==> src/rtl/sram_arbiter_pkg.sv <==
// sram_arbiter_pkg: shared FSM state, owner encoding and default widths for the SRAM arbiter
package sram_arbiter_pkg;
  localparam int ADDR_W_DEF = 21;
  localparam int DATA_W_DEF = 8;
  typedef enum logic [1:0] {IDLE, SETUP, STROBE, DONE} state_t;
  typedef enum logic [1:0] {OWN_NONE, OWN_SNES, OWN_AVR} owner_t;
  // Strobe length clamped to the 1..15 range the 4-bit timer can count
  function automatic logic [3:0] wait_len(input int w);
    return (w < 1) ? 4'd1 : (w > 15) ? 4'd15 : 4'(w);
  endfunction
endpackage

==> src/rtl/sram_arbiter_timer.sv <==
// sram_arbiter_timer: strobe-length down-counter; done marks the last strobe cycle
module sram_arbiter_timer
  import sram_arbiter_pkg::*;
#(
  parameter int WAIT_CYC = 2
) (
  input  logic clk,
  input  logic reset_n,
  input  logic load,
  output logic done
);
  localparam logic [3:0] LEN = wait_len(WAIT_CYC);
  logic [3:0] cnt;
  always_ff @(posedge clk) begin
    if (!reset_n) cnt <= '0;
    else if (load) cnt <= LEN - 4'd1;
    else if (cnt != 4'd0) cnt <= cnt - 4'd1;
  end
  assign done = (cnt == 4'd0);
endmodule

==> src/rtl/sram_arbiter.sv <==
// sram_arbiter: SNES/AVR arbiter for one async SRAM, IDLE/SETUP/STROBE/DONE access FSM
// SRAM_ARBITER_AUTOINC_EN adds avr_addr_ld and an auto-incrementing AVR address pointer.
module sram_arbiter
  import sram_arbiter_pkg::*;
#(
  parameter int ADDR_W   = ADDR_W_DEF,
  parameter int DATA_W   = DATA_W_DEF,
  parameter int WAIT_CYC = 2
) (
  input  logic              clk,
  input  logic              reset_n,
  input  logic              snes_mode,
  input  logic              snes_req,
  input  logic [ADDR_W-1:0] snes_addr,
  output logic [DATA_W-1:0] snes_rdata,
  output logic              snes_ack,
  input  logic              avr_req,
  input  logic              avr_we,
  input  logic [ADDR_W-1:0] avr_addr,
  input  logic [DATA_W-1:0] avr_wdata,
`ifdef SRAM_ARBITER_AUTOINC_EN
  input  logic              avr_addr_ld,
`endif
  output logic [DATA_W-1:0] avr_rdata,
  output logic              avr_ack,
  output logic [ADDR_W-1:0] sram_addr,
  output logic [DATA_W-1:0] sram_dout,
  output logic              sram_dout_en,
  input  logic [DATA_W-1:0] sram_din,
  output logic              sram_ce_n,
  output logic              sram_oe_n,
  output logic              sram_we_n,
  output logic              busy
);
  state_t state;
  owner_t owner;
  logic wr;
  logic done;
  logic grant_snes;
  logic [ADDR_W-1:0] avr_eff_addr;
`ifdef SRAM_ARBITER_AUTOINC_EN
  logic [ADDR_W-1:0] ptr;
  // Load beats the post-access increment when both land on the same edge
  always_ff @(posedge clk) begin
    if (!reset_n) ptr <= '0;
    else if (avr_addr_ld) ptr <= avr_addr;
    else if (state == DONE && owner == OWN_AVR) ptr <= ptr + 1'b1;
  end
  assign avr_eff_addr = ptr;
`else
  assign avr_eff_addr = avr_addr;
`endif
  assign grant_snes = snes_mode & snes_req;
  assign busy = (state != IDLE);
  sram_arbiter_timer #(.WAIT_CYC(WAIT_CYC)) u_timer (
    .clk    (clk),
    .reset_n(reset_n),
    .load   (state == SETUP),
    .done   (done)
  );
  always_ff @(posedge clk) begin
    if (!reset_n) begin
      state        <= IDLE;
      owner        <= OWN_NONE;
      wr           <= 1'b0;
      sram_addr    <= '0;
      sram_dout    <= '0;
      sram_dout_en <= 1'b0;
      sram_ce_n    <= 1'b1;
      sram_oe_n    <= 1'b1;
      sram_we_n    <= 1'b1;
      snes_ack     <= 1'b0;
      avr_ack      <= 1'b0;
      snes_rdata   <= '0;
      avr_rdata    <= '0;
    end else begin
      case (state)
        IDLE: begin
          if (grant_snes) begin
            state     <= SETUP;
            owner     <= OWN_SNES;
            wr        <= 1'b0;
            sram_addr <= snes_addr;
            sram_ce_n <= 1'b0;
          end else if (avr_req) begin
            state        <= SETUP;
            owner        <= OWN_AVR;
            wr           <= avr_we;
            sram_addr    <= avr_eff_addr;
            sram_dout_en <= avr_we;
            sram_ce_n    <= 1'b0;
            if (avr_we) sram_dout <= avr_wdata;
          end
        end
        SETUP: begin
          state     <= STROBE;
          sram_oe_n <= wr;
          sram_we_n <= ~wr;
        end
        STROBE: begin
          if (done) begin
            state     <= DONE;
            sram_ce_n <= 1'b1;
            sram_oe_n <= 1'b1;
            sram_we_n <= 1'b1;
            snes_ack  <= (owner == OWN_SNES);
            avr_ack   <= (owner == OWN_AVR);
            if (!wr && owner == OWN_SNES) snes_rdata <= sram_din;
            if (!wr && owner == OWN_AVR) avr_rdata <= sram_din;
          end
        end
        DONE: begin
          state        <= IDLE;
          owner        <= OWN_NONE;
          snes_ack     <= 1'b0;
          avr_ack      <= 1'b0;
          sram_dout_en <= 1'b0;
        end
        default: state <= IDLE;
      endcase
    end
  end
endmodule

==> config.mk <==
export PLATFORM = sky130hd
export DESIGN_NAME = sram_arbiter
export DESIGN_NICKNAME = d
export VERILOG_FILES = /design/src/rtl/sram_arbiter_pkg.sv /design/src/rtl/sram_arbiter_timer.sv /design/src/rtl/sram_arbiter.sv
export SDC_FILE = /design/constraint.sdc
export NUM_CORES = 1
export LEC_CHECK = 0
export ABC_AREA = 1
export ABC_CLOCK_PERIOD_IN_PS = 2000
export CAP_MARGIN = 20
export CORE_AREA = 2 2 83 85
export CTS_BUF_LIST = sky130_fd_sc_hd__clkbuf_8
export DETAILED_ROUTE_END_ITERATION = 10
export DIE_AREA = 0 0 85 87
export PLACE_DENSITY = 0.83
export SETUP_SLACK_MARGIN = 0.5
export SYNTH_ARGS = -nofsm -noshare
export SYNTH_HDL_FRONTEND = slang
export SYNTH_HIERARCHICAL = 1
export SYNTH_SLANG_ARGS = --single-unit
==> constraint.sdc <==
create_clock -name clk -period 2 [get_ports clk]
set_clock_uncertainty 0.05 [all_clocks]
set_input_delay 0.2 -clock clk [delete_from_list [all_inputs] [get_ports clk]]
set_output_delay 0.2 -clock clk [all_outputs]
set_load 0.02 [all_outputs]
---- Word-level counts from Yosys, hierarchy flattened ----
Index checks and enable logic that the tools add are counted.
word-level totals
  flip-flop bits (word level) ............. 60
  RAM bits ................................ 0
  memories kept ........................... 0
  output and inout bits ................... 52
  logic and storage cells ................. 78
  bits in latches ......................... 0
  bits in read-only memories .............. 0
operators by class
  add/sub/neg operators ................... 1
  divide/modulo/power cells ............... 0
  magnitude comparators ................... 0
  bitwise operators ....................... 4
  $mul .................................... 0
  mux-type cells .......................... 25
  shifts and indexed selects .............. 0
  equality and inequality tests ........... 9
  reductions and logical operators ........ 24
operator list
  cell                 number
  $mux 21              2
  $reduce_bool 2->1    7
  $pmux 1 s2           6
  $reduce_and 3->1     4
  $mux 1               10
  $mux 2               5
  $reduce_and 2->1     5
  $pmux 2 s4           1
  $eq 2x2->1 const B   3
  $ne 2x2->1 const B   3
  $eq 2x1->1 const B   2
  $logic_not 4->1      1
  $pmux 2 s2           1
  $reduce_and 4->1     1
  $reduce_bool 4->1    1
  $sub 4x1->4 const B  1
  $ne 3x3->1 const B   1
  $not 1->1            3
  $logic_and 1x1->1    2
  $logic_not 2->1      1
  $reduce_or 2->1      1
  $and 1x1->1          1
  $logic_not 1->1      1

---- Depth between registers and ports, before layout ----
Gate-level depths: netlist of run 1.
  word-level depth ........................ 3
  mapped depth ............................ 10

---- Modules after synthesis ----
The synthesis of run 1 kept the hierarchy.
by module, submodules not included
  module              instances  cells each  area an instance (sq um)
  sram_arbiter        1          390         2565.0
  sram_arbiter_timer  1          32          214.0

---- Least setup slack after synthesis of run 1 ----
No wires, ideal clock.
  path type ............................... flip-flop to flip-flop
  from .................................... register u_timer.cnt[0]
  to ...................................... register avr_rdata[0]
  slack ................................... 0.555 ns
  arrival ................................. 1.279 ns
  buffers on the path ..................... 0
  stages on the path, launching flop included .. 11
  library setup time ...................... 0.116 ns
  clock period less this slack ............ 1.445 ns
  cells stage by stage .................... dfxtp_1 -> inv_1 -> ha_1 -> nand2_2 -> clkinv_2 -> nand2_4 -> nor2_4 -> nand2_2 -> clkinv_4 -> nor2_1 -> nor2_1
between the ends
  word-level cells in the longest chain between the ends .. 2
RTL lines
  element                     RTL line                  source
  from (decl)                 sram_arbiter_timer.sv:13  logic [3:0] cnt;
  from (signal assigned)      sram_arbiter_timer.sv:16  else if (load) cnt <= LEN - 4'd1;
  from (signal assigned)      sram_arbiter_timer.sv:17  else if (cnt != 4'd0) cnt <= cnt - 4'd1;
  $logic_not 4->1             sram_arbiter_timer.sv:19  assign done = (cnt == 4'd0);
  named net done              sram_arbiter.sv:38        logic done;
  $reduce_and 3->1 (no line)  -
  to (signal assigned)        sram_arbiter.sv:109       if (!wr && owner == OWN_AVR) avr_rdata <= sram_din;
  to (decl)                   sram_arbiter.sv:24        output logic [DATA_W-1:0] avr_rdata,
The timed path passes the listed nets, and every way through them passes these cells.
A chain may end at the register's enable or synchronous reset.

---- Final worst setup path of run 1 ----
  from .................................... register u_timer.cnt[1]
  to ...................................... register snes_rdata[3]
between the ends
  word-level cells in the longest chain between the ends .. 2
RTL lines
  element                     RTL line                  source
  $logic_not 4->1             sram_arbiter_timer.sv:19
  named net done              sram_arbiter.sv:38
  $reduce_and 3->1 (no line)  -
  to (signal assigned)        sram_arbiter.sv:108       if (!wr && owner == OWN_SNES) snes_rdata <= sram_din;
  to (decl)                   sram_arbiter.sv:15        output logic [DATA_W-1:0] snes_rdata,
The timed path passes the listed nets, and every way through them passes these cells.

==> metrics, run 1 <==
Switching Share=0.396; Clock Root Buffer=sky130_fd_sc_hd__clkbuf_8; Final Max Tran Viols=0; count of placed standard cells including taps=just over 600; number of filler instances in the final layout=579; Leak Pwr=between 2 and 2.5 nW; share of cells above drive strength 1=0.111; post-synthesis compound-gate area fraction=0.0684; clock edge transition at the registers on the reported setup and hold paths=0.07 ns; Global Route Usage Sum=0.201; Internal=3.11 mW; wire length of the first global-routing pass=between 10000 and 15000 µm; remaining design rule violation count=0; sequential share of power=0.323; proportion of synthesized area in mux cells=0; startpoint kind of the worst setup timing path=register; reg2reg path depth=9; overall die height=just under 90 µm; placed wire-length estimate after detailed placement=about 5600 µm; nature of the critical path endpoint=register; post-layout total power=just over 5 mW; FF+latch count, synth=60; hold path cells=2; library cells used by synthesis=22; upper clock frequency limit=between 600 and 700 MHz; launch point of the worst hold path=sram_ce_n; Boundary Pins=around 120; unrepaired setup endpoints after global routing=yes; synthesis warning total=6; TritonCTS clock tree=done; remaining number of nets flagged by the antenna check after routing=0; synthesized-area fraction occupied by xor and xnor cells=0; class of the tightest hold or removal check=register to register; H-tree lvl count=3; Final TNS setup=0 ns; sequential standard cell area=about 1200 µm²; critical path start-end classification=register to register; mean cell area of the mapped netlist=between 6 and 7 µm²; combinational family with the most area after synthesis=simple AND/OR/NAND/NOR gates; total net switching power=just over 2 mW; area growth from synthesis to layout=54.7%; normalized max-slew margin=0.668; adder-cell area share of the yosys netlist=0.0270; Hold EP=sram_ce_n; syn_nets=492; Logic pwr share=0.465; number of vias per cell=4.74; WP data arrival=roughly 1.7 ns; power density over the cells=between 1000 and 1500 nW/µm²; reg-to-reg startpoint=u_timer/cnt[1]; multi-input logic area=around 1400 µm²; core utilization of the finished layout=0.654; count of buffers from port buffering=115; remaining global-route overflow=0; final wirelength=7790 µm; core region area=about 6600 µm²; sequential element share of the synthesized area=0.432; clock tree buffer depth=2; capturing point of the worst reg2reg path=snes_rdata[3]; CTS sink cnt=60; Post-Syn Instances=between 400 and 500; VDD IR-drop max=0.772 mV; post-layout net count=roughly 600; Setup violations, final=0; register-to-register setup slack=about 0.49 ns; Netlist Area Pre-Place=2780 µm²; peak fanout along the critical path=5; Final Hold Vio Count=0; Cell Rows=30; overall die width=between 80 and 90 µm; number of antenna violations at the first check in global routing=0; crit path time final=between 1.5 and 2 ns; antenna cell count=0; simple-gate portion of the synthesized area=0.377; crit share post-route=0.756; data required time of the critical path=2.17 ns; Worst-Skew Late Latency=~0.33 ns; overall die area=~7400 µm²; clock share of power=0.212; first-pass iteration count of the detailed router=4; Initial Utilization=0.423; max-capacitance violation count=0; total clock buffers created by CTS=9; DRT iter0 DRCs=about 110; global placement routability congestion=slightly above 0.8; pin count of the biggest net entering global routing=43; via count of the first global-routing pass=2790; outcome=completed; worst setup path startpoint=u_timer/cnt[1]; Vias=between 2000 and 3000; detail-routed net length per standard cell=roughly 12 µm; post-layout instance count excluding filler cells=632; slew at the pin with the worst max-slew slack=just under 0.5 ns
[cell usage after synthesis]
library cell,instances,share of area
sky130_fd_sc_hd__a21oi_1,12,0.022
sky130_fd_sc_hd__buf_2,5,0.0090
sky130_fd_sc_hd__buf_4,4,0.011
sky130_fd_sc_hd__buf_6,2,0.0081
sky130_fd_sc_hd__clkbuf_1,2,0.0027
sky130_fd_sc_hd__clkinv_2,1,0.0018
sky130_fd_sc_hd__clkinv_4,2,0.0063
sky130_fd_sc_hd__dfxtp_1,60,0.43
sky130_fd_sc_hd__ha_1,6,0.027
sky130_fd_sc_hd__inv_1,39,0.053
sky130_fd_sc_hd__inv_2,3,0.0041
sky130_fd_sc_hd__nand2_1,135,0.18
sky130_fd_sc_hd__nand2_2,4,0.0090
sky130_fd_sc_hd__nand2_4,2,0.0081
sky130_fd_sc_hd__nand3_1,15,0.027
sky130_fd_sc_hd__nand4_1,3,0.0068
sky130_fd_sc_hd__nor2_1,97,0.13
sky130_fd_sc_hd__nor2_2,1,0.0023
sky130_fd_sc_hd__nor2_4,2,0.0081
sky130_fd_sc_hd__o21ai_0,25,0.045
sky130_fd_sc_hd__o21ai_1,1,0.0018
sky130_fd_sc_hd__or2_0,1,0.0023
[routing by layer]
layer | wire (µm) | share of wire | track usage
met1 | 3150 | 0.40 | 0.217
met3 | 600 | 0.077 | 0.0730
met4 | 121 | 0.016 | 0.0693
met5 | 0 | 0 | 0
met2 | 3920 | 0.50 | 0.363
[layout by cell type, fill, tap and decap left out, types with 2 or more instances in the layout]
cell type	instances
sky130_fd_sc_hd__inv_1	34
sky130_fd_sc_hd__nand2_4	4
sky130_fd_sc_hd__nand2_2	3
sky130_fd_sc_hd__ha_1	2
sky130_fd_sc_hd__a21oi_1	12
sky130_fd_sc_hd__dfxtp_1	56
sky130_fd_sc_hd__dfxtp_2	3
sky130_fd_sc_hd__dlygate4sd2_1	51
sky130_fd_sc_hd__nor2_2	2
sky130_fd_sc_hd__clkdlybuf4s50_1	63
sky130_fd_sc_hd__nor2_4	2
sky130_fd_sc_hd__buf_4	10
sky130_fd_sc_hd__nand3_1	15
sky130_fd_sc_hd__clkinv_4	3
sky130_fd_sc_hd__nor2_1	96
sky130_fd_sc_hd__buf_12	2
sky130_fd_sc_hd__clkbuf_8	11
sky130_fd_sc_hd__nand2_1	135
sky130_fd_sc_hd__o21ai_2	3
sky130_fd_sc_hd__ha_4	4
sky130_fd_sc_hd__o21ai_1	12
sky130_fd_sc_hd__inv_2	8
sky130_fd_sc_hd__o21ai_0	11
sky130_fd_sc_hd__nand4_1	3
sky130_fd_sc_hd__clkinv_2	2
[state kept, by name, indices dropped and copies added (netlist names), 2 cells and up]
signal / count
sram_addr: 21
snes_rdata: 8
owner: 2
u_timer/cnt: 4
sram_dout: 8
state: 2
avr_rdata: 8
[metrics by stage]
step / setup slack, ns / hold WS, ns / area, µm²
after floorplan: 0.555 / 0.282 / 2780
after detailed placement: 0.322 / 0.385 / 4000
final: 0.488 / 0.395 / 4300
after CTS: 0.439 / 0.394 / 4160
after global placement: 0.351 / 0.397 / 4000
after global routing: 0.448 / 0.397 / 4300
[worst max-delay path: stages (launching register included)]
cell and delay, ns:
sky130_fd_sc_hd__dfxtp_2 0.33, sky130_fd_sc_hd__inv_2 0.08, sky130_fd_sc_hd__ha_4 0.17, sky130_fd_sc_hd__nand2_4 0.08, sky130_fd_sc_hd__inv_6 0.08, sky130_fd_sc_hd__nand2_8 0.06
sky130_fd_sc_hd__nor2_4 0.23, sky130_fd_sc_hd__nand2_2 0.11, sky130_fd_sc_hd__o21ai_0 0.16, sky130_fd_sc_hd__nor2_1 0.06
[cell families (layout without fill, tap and decap cells)]
group	after synthesis	count (layout)
buf+inv	58	186
fa+ha+maj	6	6
simple gates	260	262
flops	60	60
compound gates	38	38
[final cells by class]
cell class	count	share of cell area
Clock buffer	11	0.0352
Clock inverter	4	0.0114
Inverter	45	0.0428
Multi-Input combinational cell	306	0.329
Sequential cell	60	0.281
Tap cell	80	0.0233
Timing Repair Buffer	126	0.277
[power by group through the flow]
stage	combinational (mW)	sequential [mW]	clock, mW
after CTS	2.14	1.64	1.11
after global placement	2.17	1.66	0
after global routing	2.64	1.70	1.17
after floorplan	1.16	1.93	0
final	2.40	1.67	1.09
after detailed placement	2.24	1.68	0
[worst max-delay path by stage]
stage | cells past startpoint | to
2_1_floorplan | 10 | avr_rdata[0]
3_3_place_gp | 4 | busy
3_5_place_dp | 4 | sram_ce_n
4_1_cts | 4 | busy
5_1_grt | 9 | avr_rdata[0]
6_report | 9 | snes_rdata[3]
[what timing repair did]
| action | 4_1_cts | 5_1_grt |
|---|---|---|
| pin swaps | 1 | 4 |
| setup endpoints to repair | 69 | 33 |
| endpoints found under the hold margin | 0 | 0 |
| gates resized for setup | 67 | 31 |
| hold buffers | 0 | 0 |
| setup buffers | 1 | 6 |
| cloned | 0 | 2 |
(Power assumes the default switching activity.)
==> run 2, diff against run 1 <==
--- a/config.mk
+++ b/config.mk
@@ -6,7 +6,7 @@
 export NUM_CORES = 1
 export LEC_CHECK = 0
 export ABC_AREA = 1
-export ABC_CLOCK_PERIOD_IN_PS = 2000
+export ABC_CLOCK_PERIOD_IN_PS = 1500
 export CAP_MARGIN = 20
 export CORE_AREA = 2 2 83 85
 export CTS_BUF_LIST = sky130_fd_sc_hd__clkbuf_8
==> constraint.sdc (replaced) <==
create_clock -name clk -period 1.5 [get_ports clk]
set_clock_uncertainty 0.05 [all_clocks]
set_input_delay 0.15 -clock clk [delete_from_list [all_inputs] [get_ports clk]]
set_output_delay 0.15 -clock clk [all_outputs]
set_load 0.02 [all_outputs]
==> metrics, run 2 (synthesis gave the netlist of run 1 again) <==
pin count of the biggest net entering global routing=27; count of placed standard cells including taps=about 620; upper clock frequency limit=674 MHz; crit path time final=approximately 1.5 ns; DRT iter0 DRCs=roughly 130; final wirelength=~9900 µm; number of vias per cell=about 4.9; Clock Root Buffer=sky130_fd_sc_hd__clkbuf_8; Post-DP Area=about 4200 µm²; WP data arrival=between 1.5 and 2 ns; max-capacitance violation count=0; nature of the critical path endpoint=register; post-cts hold buffer count=0; total net switching power=between 3 and 4 mW; Initial Utilization=0.423; Switching Share=0.390; Boundary Pins=around 120; via count of the first global-routing pass=2992; outcome=completed; clock edge transition at the registers on the reported setup and hold paths=0.07 ns; wire length of the first global-routing pass=about 13000 µm; unrepaired setup endpoints after global routing=yes; Global Route Usage Sum=0.220; Internal=just under 6 mW; slew at the pin with the worst max-slew slack=slightly below 0.5 ns; remaining global-route overflow=0; peak fanout along the critical path=8; top register by number of flip-flops=sram_addr; overall die height=a little under 90 µm; startpoint kind of the worst setup timing path=register; post-layout net count=between 600 and 700; Worst-Skew Late Latency=around 0.33 ns; overall die area=around 7400 µm²; class of the tightest hold or removal check=primary input to register; remaining number of nets flagged by the antenna check after routing=0; remaining design rule violation count=0; core region area=between 6000 and 7000 µm²; Leak Pwr=about 2.5 nW; area growth from synthesis to layout=92.0%; antenna cell count=0; global placement routability congestion=roughly 0.84; normalized max-slew margin=0.678; power density over the cells=around 1800 nW/µm²; H-tree lvl count=3; total clock buffers created by CTS=9; post-layout instance count excluding filler cells=670; crit share post-route=0.989; detail-routed net length per standard cell=14.8 µm; VDD IR-drop max=around 1.1 mV; overall die width=85 µm; TritonCTS clock tree=done; Final Hold Vio Count=0; share of cells above drive strength 1=0.471; placed wire-length estimate after detailed placement=5660 µm; number of filler instances in the final layout=~390; Post-Layout Inst Area=between 5000 and 6000 µm²; sequential share of power=0.248; data required time of the critical path=1.71 ns; clock tree buffer depth=2; critical path start-end classification=register to register; most frequent standard cell in the layout excluding fill and tap cells=sky130_fd_sc_hd__nand2_1; Cell Rows=30; Vias=around 3300; first-pass iteration count of the detailed router=5; Setup violations, final=0; commonest cells after routing, fill and taps aside=100 x sky130_fd_sc_hd__nand2_1, 73 x sky130_fd_sc_hd__nor2_1, 63 x sky130_fd_sc_hd__clkdlybuf4s50_1, 62 x sky130_fd_sc_hd__buf_6, 54 x sky130_fd_sc_hd__dfxtp_2; Final Max Tran Viols=0; max reg flops=21; CTS sink cnt=60; Logic pwr share=0.561; clock share of power=0.191; count of buffers from port buffering=between 100 and 150; number of antenna violations at the first check in global routing=0
## run 2: layer usage
metal	wire length (µm)	GRT usage
met5	0	0
met4	311	0.0924
met1	3800	0.245
met3	491	0.0427
met2	5350	0.410
## run 2: area by class of cell
class,count,area (µm²),share of cell area
multi-input cells,307,1780,0.333
clock inverters,7,125,0.0235
inverters,45,199,0.0373
well taps,80,100,0.0188
clock buffers,9,124,0.0232
repair buffers,162,1740,0.326
flip-flops and latches,60,1270,0.239
## run 2: final timing paths
path	start	endpoint	slack (ns)	cells after the start
setup reg to reg	state[0]	snes_rdata[7]	0.02	9
hold / removal	avr_wdata[3]	sram_dout[3]	0.34	3
setup / recovery	state[0]	snes_rdata[7]	0.02	9
hold reg to reg	sram_ce_n	sram_ce_n	0.41	2
## run 2: worst max-delay path, stage by stage (launching register included)
cell                      delay (ns)
sky130_fd_sc_hd__dfxtp_2        0.34
sky130_fd_sc_hd__inv_2          0.07
sky130_fd_sc_hd__buf_4          0.11
sky130_fd_sc_hd__ha_4           0.17
sky130_fd_sc_hd__nand2_8        0.06
sky130_fd_sc_hd__nor2_4         0.21
sky130_fd_sc_hd__nand2_4        0.13
sky130_fd_sc_hd__inv_8          0.12
sky130_fd_sc_hd__nor2_4         0.04
sky130_fd_sc_hd__nor2_2         0.10
## run 2: stage by stage
| step | setup WS (ns) | hold WS [ns] | setup TNS, ns | total power, mW | utilization |
|---|---|---|---|---|---|
| after floorplan | 0.207 | 0.224 | 0 | 4.29 | - |
| after global placement | 0.00776 | 0.396 | 0 | 5.51 | 0.638 |
| after detailed placement | -0.0310 | 0.398 | -0.0475 | 5.62 | 0.638 |
| after CTS | 0.0635 | 0.331 | 0 | 7.84 | 0.712 |
| after global routing | -0.0673 | 0.361 | -0.560 | 9.98 | 0.812 |
| final | 0.0158 | 0.340 | 0 | 9.48 | 0.812 |
## run 2: timing repair
action,4_1_cts,5_1_grt
endpoints found under the setup margin,112,108
cloned,2,7
buffers inserted,6,17
pin swaps,20,29
gates resized for setup,372,116
## run 2: power groups by stage
stage               registers [mW]  logic (mW)  clock network, mW
finish                        2.35        5.32               1.81
global route                  2.40        5.65               1.93
CTS                           2.33        3.69               1.83
detailed placement            2.24        3.38                  0
global placement              2.22        3.29                  0
floorplan                     2.59        1.70                  0
